### config.mk
export PLATFORM = sky130hd
export DESIGN_NAME = alu_share_arbiter
export DESIGN_NICKNAME = d
export VERILOG_FILES = /design/src/rtl/alu_share_arbiter_pkg.sv /design/src/rtl/alu_core.sv /design/src/rtl/alu_share_arbiter.sv
export SDC_FILE = /design/constraint.sdc
export NUM_CORES = 1
export LEC_CHECK = 0
export ABC_CLOCK_PERIOD_IN_PS = 3100
export CORE_MARGIN = 2
export CORE_UTILIZATION = 35
export DETAILED_ROUTE_END_ITERATION = 16
export GPL_TIMING_DRIVEN = 1
export HOLD_SLACK_MARGIN = 0.15
export PLACE_DENSITY = 0.69
export SYNTH_ARGS = -nofsm -noshare
export SYNTH_HDL_FRONTEND = slang
export SYNTH_SLANG_ARGS = --single-unit
### constraint.sdc
create_clock -name clock -period 3.1 [get_ports clock]
set_clock_uncertainty 0.2 [all_clocks]
set_input_delay 0.31 -clock clock [delete_from_list [all_inputs] [get_ports clock]]
set_output_delay 0.31 -clock clock [all_outputs]
set_load 0.05 [all_outputs]
### src/rtl/alu_share_arbiter_pkg.sv
// Shared definitions for the arbitrated ALU: opcode values and FSM state encoding.
package alu_share_arbiter_pkg;

    localparam logic [1:0] OP_ADD = 2'b00;
    localparam logic [1:0] OP_SUB = 2'b01;
    localparam logic [1:0] OP_AND = 2'b10;
    localparam logic [1:0] OP_OR  = 2'b11;

    typedef enum logic [1:0] {
        ST_IDLE = 2'd0,
        ST_EXEC = 2'd1,
        ST_RESP = 2'd2
    } state_t;

endpackage

### src/rtl/alu_core.sv
// Combinational WIDTH-bit ALU producing a WIDTH+1 bit result.
// The top bit carries the ADD carry-out or the SUB borrow; it is zero for logic ops.
module alu_core
    import alu_share_arbiter_pkg::*;
#(
    parameter int WIDTH = 4
) (
    input  logic [WIDTH-1:0] a,
    input  logic [WIDTH-1:0] b,
    input  logic [1:0]       op,
    output logic [WIDTH:0]   result
);

    // Opcode decode; subtracting zero-extended operands leaves the borrow in the top bit.
    always_comb begin
        result = {(WIDTH+1){1'b0}};
        case (op)
            OP_ADD:  result = {1'b0, a} + {1'b0, b};
            OP_SUB:  result = {1'b0, a} - {1'b0, b};
            OP_AND:  result = {1'b0, a & b};
            OP_OR:   result = {1'b0, a | b};
            default: result = {(WIDTH+1){1'b0}};
        endcase
    end

endmodule

### src/rtl/alu_share_arbiter.sv
// Round-robin arbiter sharing one ALU between two requesters.
// One transaction in flight: IDLE accepts, EXEC computes, RESP holds the result
// until the owner consumes it. The pointer moves only on response completion.
module alu_share_arbiter
    import alu_share_arbiter_pkg::*;
#(
    parameter int WIDTH = 4,
    parameter int CNT_W = 8
) (
    input  logic             clock,
    input  logic             resetb,
    input  logic             req0_valid,
    output logic             req0_ready,
    input  logic [WIDTH-1:0] req0_a,
    input  logic [WIDTH-1:0] req0_b,
    input  logic [1:0]       req0_op,
    input  logic             req1_valid,
    output logic             req1_ready,
    input  logic [WIDTH-1:0] req1_a,
    input  logic [WIDTH-1:0] req1_b,
    input  logic [1:0]       req1_op,
    output logic             rsp0_valid,
    input  logic             rsp0_ready,
    output logic [WIDTH:0]   rsp0_data,
    output logic             rsp1_valid,
    input  logic             rsp1_ready,
    output logic [WIDTH:0]   rsp1_data,
    output logic             busy,
    output logic [CNT_W-1:0] done_count
);

    state_t           state_r;
    logic             ptr_r;
    logic             owner_r;
    logic [WIDTH-1:0] a_r;
    logic [WIDTH-1:0] b_r;
    logic [1:0]       op_r;
    logic [WIDTH:0]   rsp0_data_r;
    logic [WIDTH:0]   rsp1_data_r;
    logic             rsp0_valid_r;
    logic             rsp1_valid_r;
    logic             busy_r;
    logic [CNT_W-1:0] done_count_r;

    logic             grant0_s;
    logic             grant1_s;
    logic             owner_ready_s;
    logic [WIDTH:0]   alu_result_s;

    alu_core #(
        .WIDTH (WIDTH)
    ) u_alu_core (
        .a      (a_r),
        .b      (b_r),
        .op     (op_r),
        .result (alu_result_s)
    );

    // Winner selection in IDLE: a lone valid port wins, ties go to the pointer port.
    // Ready is held low while reset is asserted even though the state decodes as IDLE.
    always_comb begin
        grant0_s = 1'b0;
        grant1_s = 1'b0;
        if (resetb && (state_r == ST_IDLE)) begin
            if (req0_valid && req1_valid) begin
                if (ptr_r) begin
                    grant1_s = 1'b1;
                end else begin
                    grant0_s = 1'b1;
                end
            end else if (req0_valid) begin
                grant0_s = 1'b1;
            end else if (req1_valid) begin
                grant1_s = 1'b1;
            end else begin
                grant0_s = 1'b0;
                grant1_s = 1'b0;
            end
        end else begin
            grant0_s = 1'b0;
            grant1_s = 1'b0;
        end
    end

    // Response-ready of whichever port owns the in-flight transaction.
    always_comb begin
        owner_ready_s = 1'b0;
        if (owner_r) begin
            owner_ready_s = rsp1_ready;
        end else begin
            owner_ready_s = rsp0_ready;
        end
    end

    // Transaction FSM with operand capture, result registers, pointer and completion counter.
    always_ff @(posedge clock or negedge resetb) begin
        if (!resetb) begin
            state_r      <= ST_IDLE;
            ptr_r        <= 1'b0;
            owner_r      <= 1'b0;
            a_r          <= {WIDTH{1'b0}};
            b_r          <= {WIDTH{1'b0}};
            op_r         <= 2'b00;
            rsp0_data_r  <= {(WIDTH+1){1'b0}};
            rsp1_data_r  <= {(WIDTH+1){1'b0}};
            rsp0_valid_r <= 1'b0;
            rsp1_valid_r <= 1'b0;
            busy_r       <= 1'b0;
            done_count_r <= {CNT_W{1'b0}};
        end else begin
            case (state_r)
                ST_IDLE: begin
                    if (grant0_s) begin
                        a_r     <= req0_a;
                        b_r     <= req0_b;
                        op_r    <= req0_op;
                        owner_r <= 1'b0;
                        busy_r  <= 1'b1;
                        state_r <= ST_EXEC;
                    end else if (grant1_s) begin
                        a_r     <= req1_a;
                        b_r     <= req1_b;
                        op_r    <= req1_op;
                        owner_r <= 1'b1;
                        busy_r  <= 1'b1;
                        state_r <= ST_EXEC;
                    end else begin
                        state_r <= ST_IDLE;
                    end
                end
                ST_EXEC: begin
                    if (owner_r) begin
                        rsp1_data_r  <= alu_result_s;
                        rsp1_valid_r <= 1'b1;
                    end else begin
                        rsp0_data_r  <= alu_result_s;
                        rsp0_valid_r <= 1'b1;
                    end
                    state_r <= ST_RESP;
                end
                ST_RESP: begin
                    if (owner_ready_s) begin
                        rsp0_valid_r <= 1'b0;
                        rsp1_valid_r <= 1'b0;
                        done_count_r <= done_count_r + {{(CNT_W-1){1'b0}}, 1'b1};
                        ptr_r        <= ~owner_r;
                        busy_r       <= 1'b0;
                        state_r      <= ST_IDLE;
                    end else begin
                        state_r <= ST_RESP;
                    end
                end
                default: begin
                    rsp0_valid_r <= 1'b0;
                    rsp1_valid_r <= 1'b0;
                    busy_r       <= 1'b0;
                    state_r      <= ST_IDLE;
                end
            endcase
        end
    end

    assign req0_ready = grant0_s;
    assign req1_ready = grant1_s;
    assign rsp0_valid = rsp0_valid_r;
    assign rsp1_valid = rsp1_valid_r;
    assign rsp0_data  = rsp0_data_r;
    assign rsp1_data  = rsp1_data_r;
    assign busy       = busy_r;
    assign done_count = done_count_r;

endmodule

### Word-level counts from Yosys, hierarchy flattened

Index checks and enable logic that the tools add are counted.

| operators by class | value |
|---|---|
| equality and inequality tests | 9 |
| bitwise logic cells | 5 |
| add/sub/neg operators | 3 |
| multiplexer cells | 30 |
| reduce and logical (&&, ||, !) cells | 12 |

Operator list:

| cell | count |
|---|---|
| $pmux 5 s4 | 1 |
| $mux 1 | 18 |
| $mux 4 | 4 |
| $pmux 1 s3 | 3 |
| $reduce_and 3->1 | 3 |
| $add 8x1->8 const B | 1 |
| $reduce_and 2->1 | 4 |
| $eq 2x2->1 const B | 3 |
| $mux 2 | 3 |
| $ne 2x2->1 const B | 3 |
| $pmux 2 s3 | 1 |
| $add 4x4->5 | 1 |
| $sub 4x4->5 | 1 |
| $and 4x4->4 | 1 |
| $eq 2x1->1 const B | 2 |
| $logic_not 2->1 | 2 |
| $or 4x4->4 | 1 |
| $ne 3x3->1 const B | 1 |
| $not 1->1 | 3 |
| $logic_and 1x1->1 | 2 |
| $reduce_bool 2->1 | 1 |

| storage, ports and cells | value |
|---|---|
| logic and storage cells | 71 |
| register bits after elaboration | 35 |
| output and inout bits | 23 |
| bits of input ports | 26 |

### Depth between registers and ports, before layout

Gate-level depths: netlist of the first run.

| depth | value |
|---|---|
| depth in word-level cells | 7 |
| mapped depth | 10 |
| mapped depth without buffers | 10 |

### Modules after synthesis

Synthesis of the first run repeated with hierarchy kept, for this count alone.

| unflattened totals | value |
|---|---|
| cell total of the unflattened synthesis | 189 |
| area total of the unflattened synthesis | 1953.1 µm² |

Modules (own cells, without submodules):

| module | cells each | times used | sequential area each (µm²) | area each (µm²) |
|---|---|---|---|---|
| alu_share_arbiter | 143 | 1 | 875.8 | 1620.3 |
| alu_core | 46 | 1 | 0.0 | 332.8 |

### Least setup slack after synthesis of the first run

Ideal clock, no wire load.

| timing | value |
|---|---|
| path kind | flip-flop to flip-flop |
| start point | register op_r[0] |
| end point | register rsp1_data_r[3] (netlist: rsp1_data[3]) |
| cell stages (with the launch flop) | 10 |
| arrival time | 2215 ps |
| period minus slack after synthesis | 2500 ps |
| data required time | 2816 ps |
| path buffers | 1 |
| path slack | 600 ps |
| library setup time | 84 ps |
| path through | dfrtp_1 -> clkbuf_1 -> nor2b_1 -> mux2i_1 -> ha_1 -> nor2b_1 -> o21a_1 -> o21a_1 -> o32a_1 -> o21ai_0 |

| on the way | value |
|---|---|
| cells in the longest elaborated chain, start to end | 2 |
| elaborated cells on any way between the ends | 5 |
| those cells by class | 3 x eq/ne; 1 x mux; 1 x reduce/logical |

RTL lines:

| item | line | source |
|---|---|---|
| start: declaration | alu_share_arbiter.sv:37 | `logic [1:0] op_r;` |
| start signal: assignment | alu_share_arbiter.sv:116 | `op_r <= req0_op;` |
| start signal: assignment | alu_share_arbiter.sv:123 | `op_r <= req1_op;` |
| $eq 2x2->1, or another cell as far along | alu_core.sv:17 | `case (op)` |
| $pmux 5 s4 (*) | alu_core.sv:17 |  |
| end signal: assignment | alu_share_arbiter.sv:105 | `rsp1_data_r <= {(WIDTH+1){1'b0}};` |
| end signal: assignment | alu_share_arbiter.sv:133 | `rsp1_data_r <= alu_result_s;` |
| end: declaration | alu_share_arbiter.sv:39 | `logic [WIDTH:0] rsp1_data_r;` |

Every way passes the cells marked *; elsewhere a longest branch is shown, timed or not.
A chain may end at the register's enable or synchronous reset.

### Worst setup path after layout of the first run

Ends and elaborated chain as after synthesis.

==> run metrics, run 1 <==
antenna violations before repair=0; Vias=between 1,000 and 1,500; share of layout cells above drive strength 1=7.66%; post-synthesis xor/xnor area fraction=5.40%; worst skew pair latency=0.29 ns; multiplexer share of the synthesized area=5.40%; required time worst endpoint=about 3.1 ns; Async S/R FF share, synth=100%; # port buffers=48; total CTS buffers=5; core area=slightly below 5000 um2; Startpoint Class=register; VDD IR-drop max=0.432 mV; drt drc=0; Hold Vio Cnt, Final=0; H-tree depth=2; global route overflow=0; post-synth top area cell=dfrtp_1; final setup violating endpoints=0; Final nets=269; PwrDens=~1200 nW/um2; setup_tns=0 ns; DRT iter0 DRCs=38; largest net degree at the start of global routing=36; Die Y=between 70 and 80 um; critical path's slowest cell=dfrtp_1; Gate Count Post-Synth=approximately 180; largest stage delay on the critical path=~0.49 ns; Die Wd=75.4 um; CTS Hold Bufs=0; outcome=complete, no violations; cell with the most instances after synthesis=dfrtp_1; Tcrit/Tclk final=between 80% and 90%; via-per-instance ratio=4.71; area fraction of the dominant cell type after synthesis=49.1%; Antenna diodes=0; CTS Sinks=35; post-synth cell types=31; Resize count post-CTS=0; Slew @ Worst Pin=roughly 0.7 ns; CTS max path bufs=2; Synth warnings=0; GRT Total Usage=14.4%; post-synthesis simple-gate area fraction=between 15 and 20%; final hold slack=0.270 ns; critical path class=reg2reg; worst path cell trace=nor2b_1, mux2i_1, ha_1, nor2b_1, o21a_1, o21a_1, o32a_1, o21ai_0; Starting Density=about 37%; Synth-to-Final Area Change=39.8%; global routing met2 resource utilization=22.1%; Syn Area/Cell=9.74 um2; Setup crit end kind=register; commonest cells in the netlist=dfrtp_1 (35), nand2_1 (31), nor2_1 (19), a21oi_1 (10), a31oi_1 (10); EDFF count, synth=0; CP max FO=9; final worst slack=0.482 ns; Post-CTS Setup Bufs=0; Pleak=0.00107 uW; largest family of logic cells by synthesized area=simple AND/OR/NAND/NOR gates; # fillers=464; max-cap violations=0; gr busiest metal=met2; IO Count=between 40 and 50; RSZ-0062 raised after global routing=no; detailed placement HPWL=2670 um; fmax=approximately 380 MHz; Clock transition at path regs=0.08 ns; Cell Rows=25; synthesized cell area=1780 um2; Mapped Nets=between 200 and 250; Post-Synth Adder-Cell Area=7.30%; die footprint=5680 um2; clk root buf=clkbuf_8; Worst slew margin=about 54%; worst slack, placed=between 0.4 and 0.5 ns; Main synth FF type=dfrtp_1; GPL Wtd Cong=0.850; dominant cells by area after synthesis=dfrtp_1 (49%), nand2_1 (6.5%), ha_1 (5.6%); fin. max-slew vios=0; met1 Use GR=between 20% and 30%; wire length per cell=11.6 um; drt total wl=3510 um; met3 usage=between 2 and 2.5%; ANT nets after route=0; Tightest Hold Check Type=reg2reg; CTS tree=yes; crit path DAT=2.62 ns; first-pass GRT wire length=about 6300 um; flip-flop and latch count after synthesis=35; min Tclk post-route=2.62 ns; drt first pass iters=4; register area share after synthesis=approximately 49%; Compound-Gate Fraction of Synth Area=about 13%; vias in the first global route=1,396
## cell type report
cell class | count | area, um2 | area share [%]
sequential | 35 | 876 | 35.1
multi-input combinational | 133 | 847 | 34.0
timing repair buffer | 50 | 515 | 20.7
tap | 67 | 83.8 | 3.36
clock buffer | 5 | 68.8 | 2.76
clock inverter | 3 | 67.6 | 2.71
inverter | 9 | 33.8 | 1.36
## cell usage in the layout, fill, tap and decap left out, drive strengths merged, types with 5 or more instances in the layout
cell,n
o21a,6
xnor2,9
inv,9
nor2,19
o21ai,8
a31oi,10
dfrtp,35
clkbuf,5
a21oi,10
nand2,31
clkdlybuf4s50,46
ha,8
mux2,5
## sequential cells by signal (all words and copies together), names as in the netlist, 2 cells and up
signal and flops:
rsp1_data 5, state_r 2, op_r 2, a_r 4
done_count 8, b_r 4, rsp0_data 5
## through the flow
step	power [uW]	utilization (%)	std cells	instance area, um2
finish	2890	51.7	302	2490
global route	3130	51.7	302	2490
CTS	2920	51.7	302	2490
detailed placement	2420	48.9	294	2360
global placement	2400	48.9	294	2360
floorplan	1960	-	183	1780
## kinds of logic after synthesis
kind of cell	count (synthesis)
AOI/OAI and AO/OA	38
DFF	35
muxes	9
and+or+nand+nor	65
adders and majority gates	10
xor gates and xnor gates	11
buffers and inverters	15
## critical path, delay by kind of cell, from the launching register on
family / cells / cell delay [ns]
AOI/OAI and AO/OA: 4 / 0.79
adders and majority gates: 1 / 0.29
muxes: 1 / 0.36
DFF: 1 / 0.49
and+or+nand+nor: 2 / 0.41
## path summary, 6_finish.rpt
kind                                            from                         to  slack, ns  cells after the start
hold / removal             done_count[7]$_DFFE_PN0P_  done_count[7]$_DFFE_PN0P_       0.27                      1
min in group asynchronous                     resetb  done_count[0]$_DFFE_PN0P_       0.28                      2
setup / recovery                 op_r[0]$_DFFE_PN0N_   rsp1_data[3]$_DFFE_PN0P_       0.48                      8
hold reg to reg            done_count[7]$_DFFE_PN0P_  done_count[7]$_DFFE_PN0P_       0.27                      1
setup reg to reg                 op_r[0]$_DFFE_PN0N_   rsp1_data[3]$_DFFE_PN0P_       0.48                      8
max in group asynchronous                     resetb         a_r[2]$_DFFE_PN0N_       2.11                      2
## per-layer routing
layer  routed length, um  share of wire (%)
met2                1550                 44
met5                   0                  0
met4                  75                2.1
met1                1740                 50
met3                 138                3.9
## report_power, final
group          internal, uW  total [uW]  switching (uW)
Sequential              651         862             211
Clock                   321         489             169
Combinational           645        1540             891
Note: power is estimated with default switching activity, not from simulation.
==> run 2, diff against run 1 <==
- ABC_CLOCK_PERIOD_IN_PS: 3100 -> 2630
- clock period: 3.1 -> 2.63 ns (I/O delays scaled with it)
==> run metrics, run 2 (same netlist as run 1, synthesis figures left out) <==
flop2flop setup slack=around 0.17 ns; final hold slack=0.237 ns; Antenna diodes=0; VDD IR-drop max=0.421 mV; Slew @ Worst Pin=0.508 ns; Pleak=0.00107 uW; antenna violations before repair=0; Tightest Hold Check Type=in2async; placed instance area=2390 um2; global route overflow=0; Final nets=around 270; CTS Sinks=35; Clock transition at path regs=approximately 0.07 ns; min Tclk post-route=2.46 ns; Worst slew margin=66.1%; final worst slack=0.166 ns; FF-to-FF Start=b_r[1]$_DFFE_PN0N_; fmax=406 MHz; crit path DAT=2.47 ns; R2R depth=9; CTS max path bufs=2; Resize count post-CTS=0; Vias=1,419; die footprint=5680 um2; core area=roughly 4800 um2; IO Count=between 40 and 50; Hold Vio Cnt, Final=0; worst slack, placed=0.0835 ns; CP max FO=5; fin. max-slew vios=0; largest net degree at the start of global routing=36; CTS tree=yes; commonest non-fill, non-tap cell in the layout=clkdlybuf4s50_1; critical path class=reg2reg; DRT iter0 DRCs=57; most frequent cells in the layout=clkdlybuf4s50_1 (46), dfrtp_1 (34), nand2_1 (31); PwrDens=between 1000 and 1500 nW/um2; Startpoint Class=register; Starting Density=approximately 37%; Synth-to-Final Area Change=39.0%; Post-CTS Setup Bufs=0; detailed placement HPWL=2750 um; Cell Rows=25; # port buffers=48; max FFs per register=8; ANT nets after route=0; wire length per cell=11.9 um; clk root buf=clkbuf_8; GRT Total Usage=between 10% and 20%; H-tree depth=2; RSZ-0062 raised after global routing=no; max-cap violations=0; worst skew pair latency=0.29 ns; total CTS buffers=5; post-layout util=51.5%; via-per-instance ratio=4.65; drt total wl=3630 um; Die Wd=about 75 um; vias in the first global route=~1,300; drt drc=0; required time worst endpoint=2.63 ns; share of layout cells above drive strength 1=a little under 10%; Die Y=75.4 um; GPL Wtd Cong=0.847; final setup violating endpoints=0; Setup crit end kind=register; first-pass GRT wire length=6040 um; Tcrit/Tclk final=93.7%; # fillers=464; setup_tns=0 ns; drt first pass iters=4; CTS Hold Bufs=0; reg2reg end=rsp1_data[3]$_DFFE_PN0P_; final instance area=around 2500 um2; outcome=complete, no violations
==> run 2: changes by cell type in the layout (fill, tap and decap cells not counted) <==
cell,previous run,this run
buf_4,2,6
dfrtp_1,35,34
mux2i_1,4,3
dfrtp_2,0,1
clkinv_2,0,1
bufinv_16,2,0
mux2i_2,0,1
clkbuf_8,5,6
clkinvlp_4,1,0
==> run 2: worst max path at each step <==
stage | startpoint | slack, ns | cells after the start | end
3_5_place_dp | b_r[0]$_DFFE_PN0N_ | 0.08 | 9 | rsp1_data[3]$_DFFE_PN0P_
4_1_cts | b_r[0]$_DFFE_PN0N_ | 0.06 | 9 | rsp1_data[3]$_DFFE_PN0P_
2_1_floorplan | op_r[0]$_DFFE_PN0N_ | 0.13 | 9 | rsp1_data[3]$_DFFE_PN0P_
3_3_place_gp | b_r[0]$_DFFE_PN0N_ | 0.19 | 9 | rsp1_data[3]$_DFFE_PN0P_
6_report | b_r[1]$_DFFE_PN0N_ | 0.17 | 9 | rsp1_data[3]$_DFFE_PN0P_
5_1_grt | b_r[1]$_DFFE_PN0N_ | 0.02 | 9 | rsp1_data[3]$_DFFE_PN0P_
==> run 2: stage by stage <==
stage	instances	total power (uW)
2_1_floorplan	183	2310
3_3_place_gp	298	2830
3_5_place_dp	298	2890
4_1_cts	305	3280
5_1_grt	305	3530
6_report	305	3280
==> run 2: power breakdown <==
part	switching, uW	internal, uW	leakage, uW
clock network	184	205	0.0000470
registers	222	769	0.000419
logic	1100	798	0.000607
total	1510	1770	0.00107
==> run 2: final cells by class <==
class	count	area [um2]	share of cell area, %
timing repair buffer	54	546	22.0
clock buffer	6	82.6	3.33
multi-input combinational	133	851	34.3
sequential	35	877	35.4
tap	67	83.8	3.38
clock inverter	1	5.00	0.202
inverter	9	33.8	1.36
==> run 2: layer usage <==
metal / global-route usage [%] / routed length [um] / share of wire, % / vias up
li1: - / - / - / 736
met1: 19.4 / 1780 / 49 / 635
met2: 21.0 / 1570 / 43 / 43
met3: 3.97 / 201 / 5.5 / 5
met4: 5.85 / 72 / 2.0 / 0
met5: 0 / 0 / 0 / -
==> run 2: critical path, cell delays in order (launching register included) <==
cell and delay (ns):
dfrtp_1 0.43, inv_1 0.07, ha_1 0.29, mux2i_2 0.22
ha_1 0.27, nor2b_1 0.13, o21a_1 0.18, o21a_1 0.16
o32a_1 0.29, o21ai_0 0.14
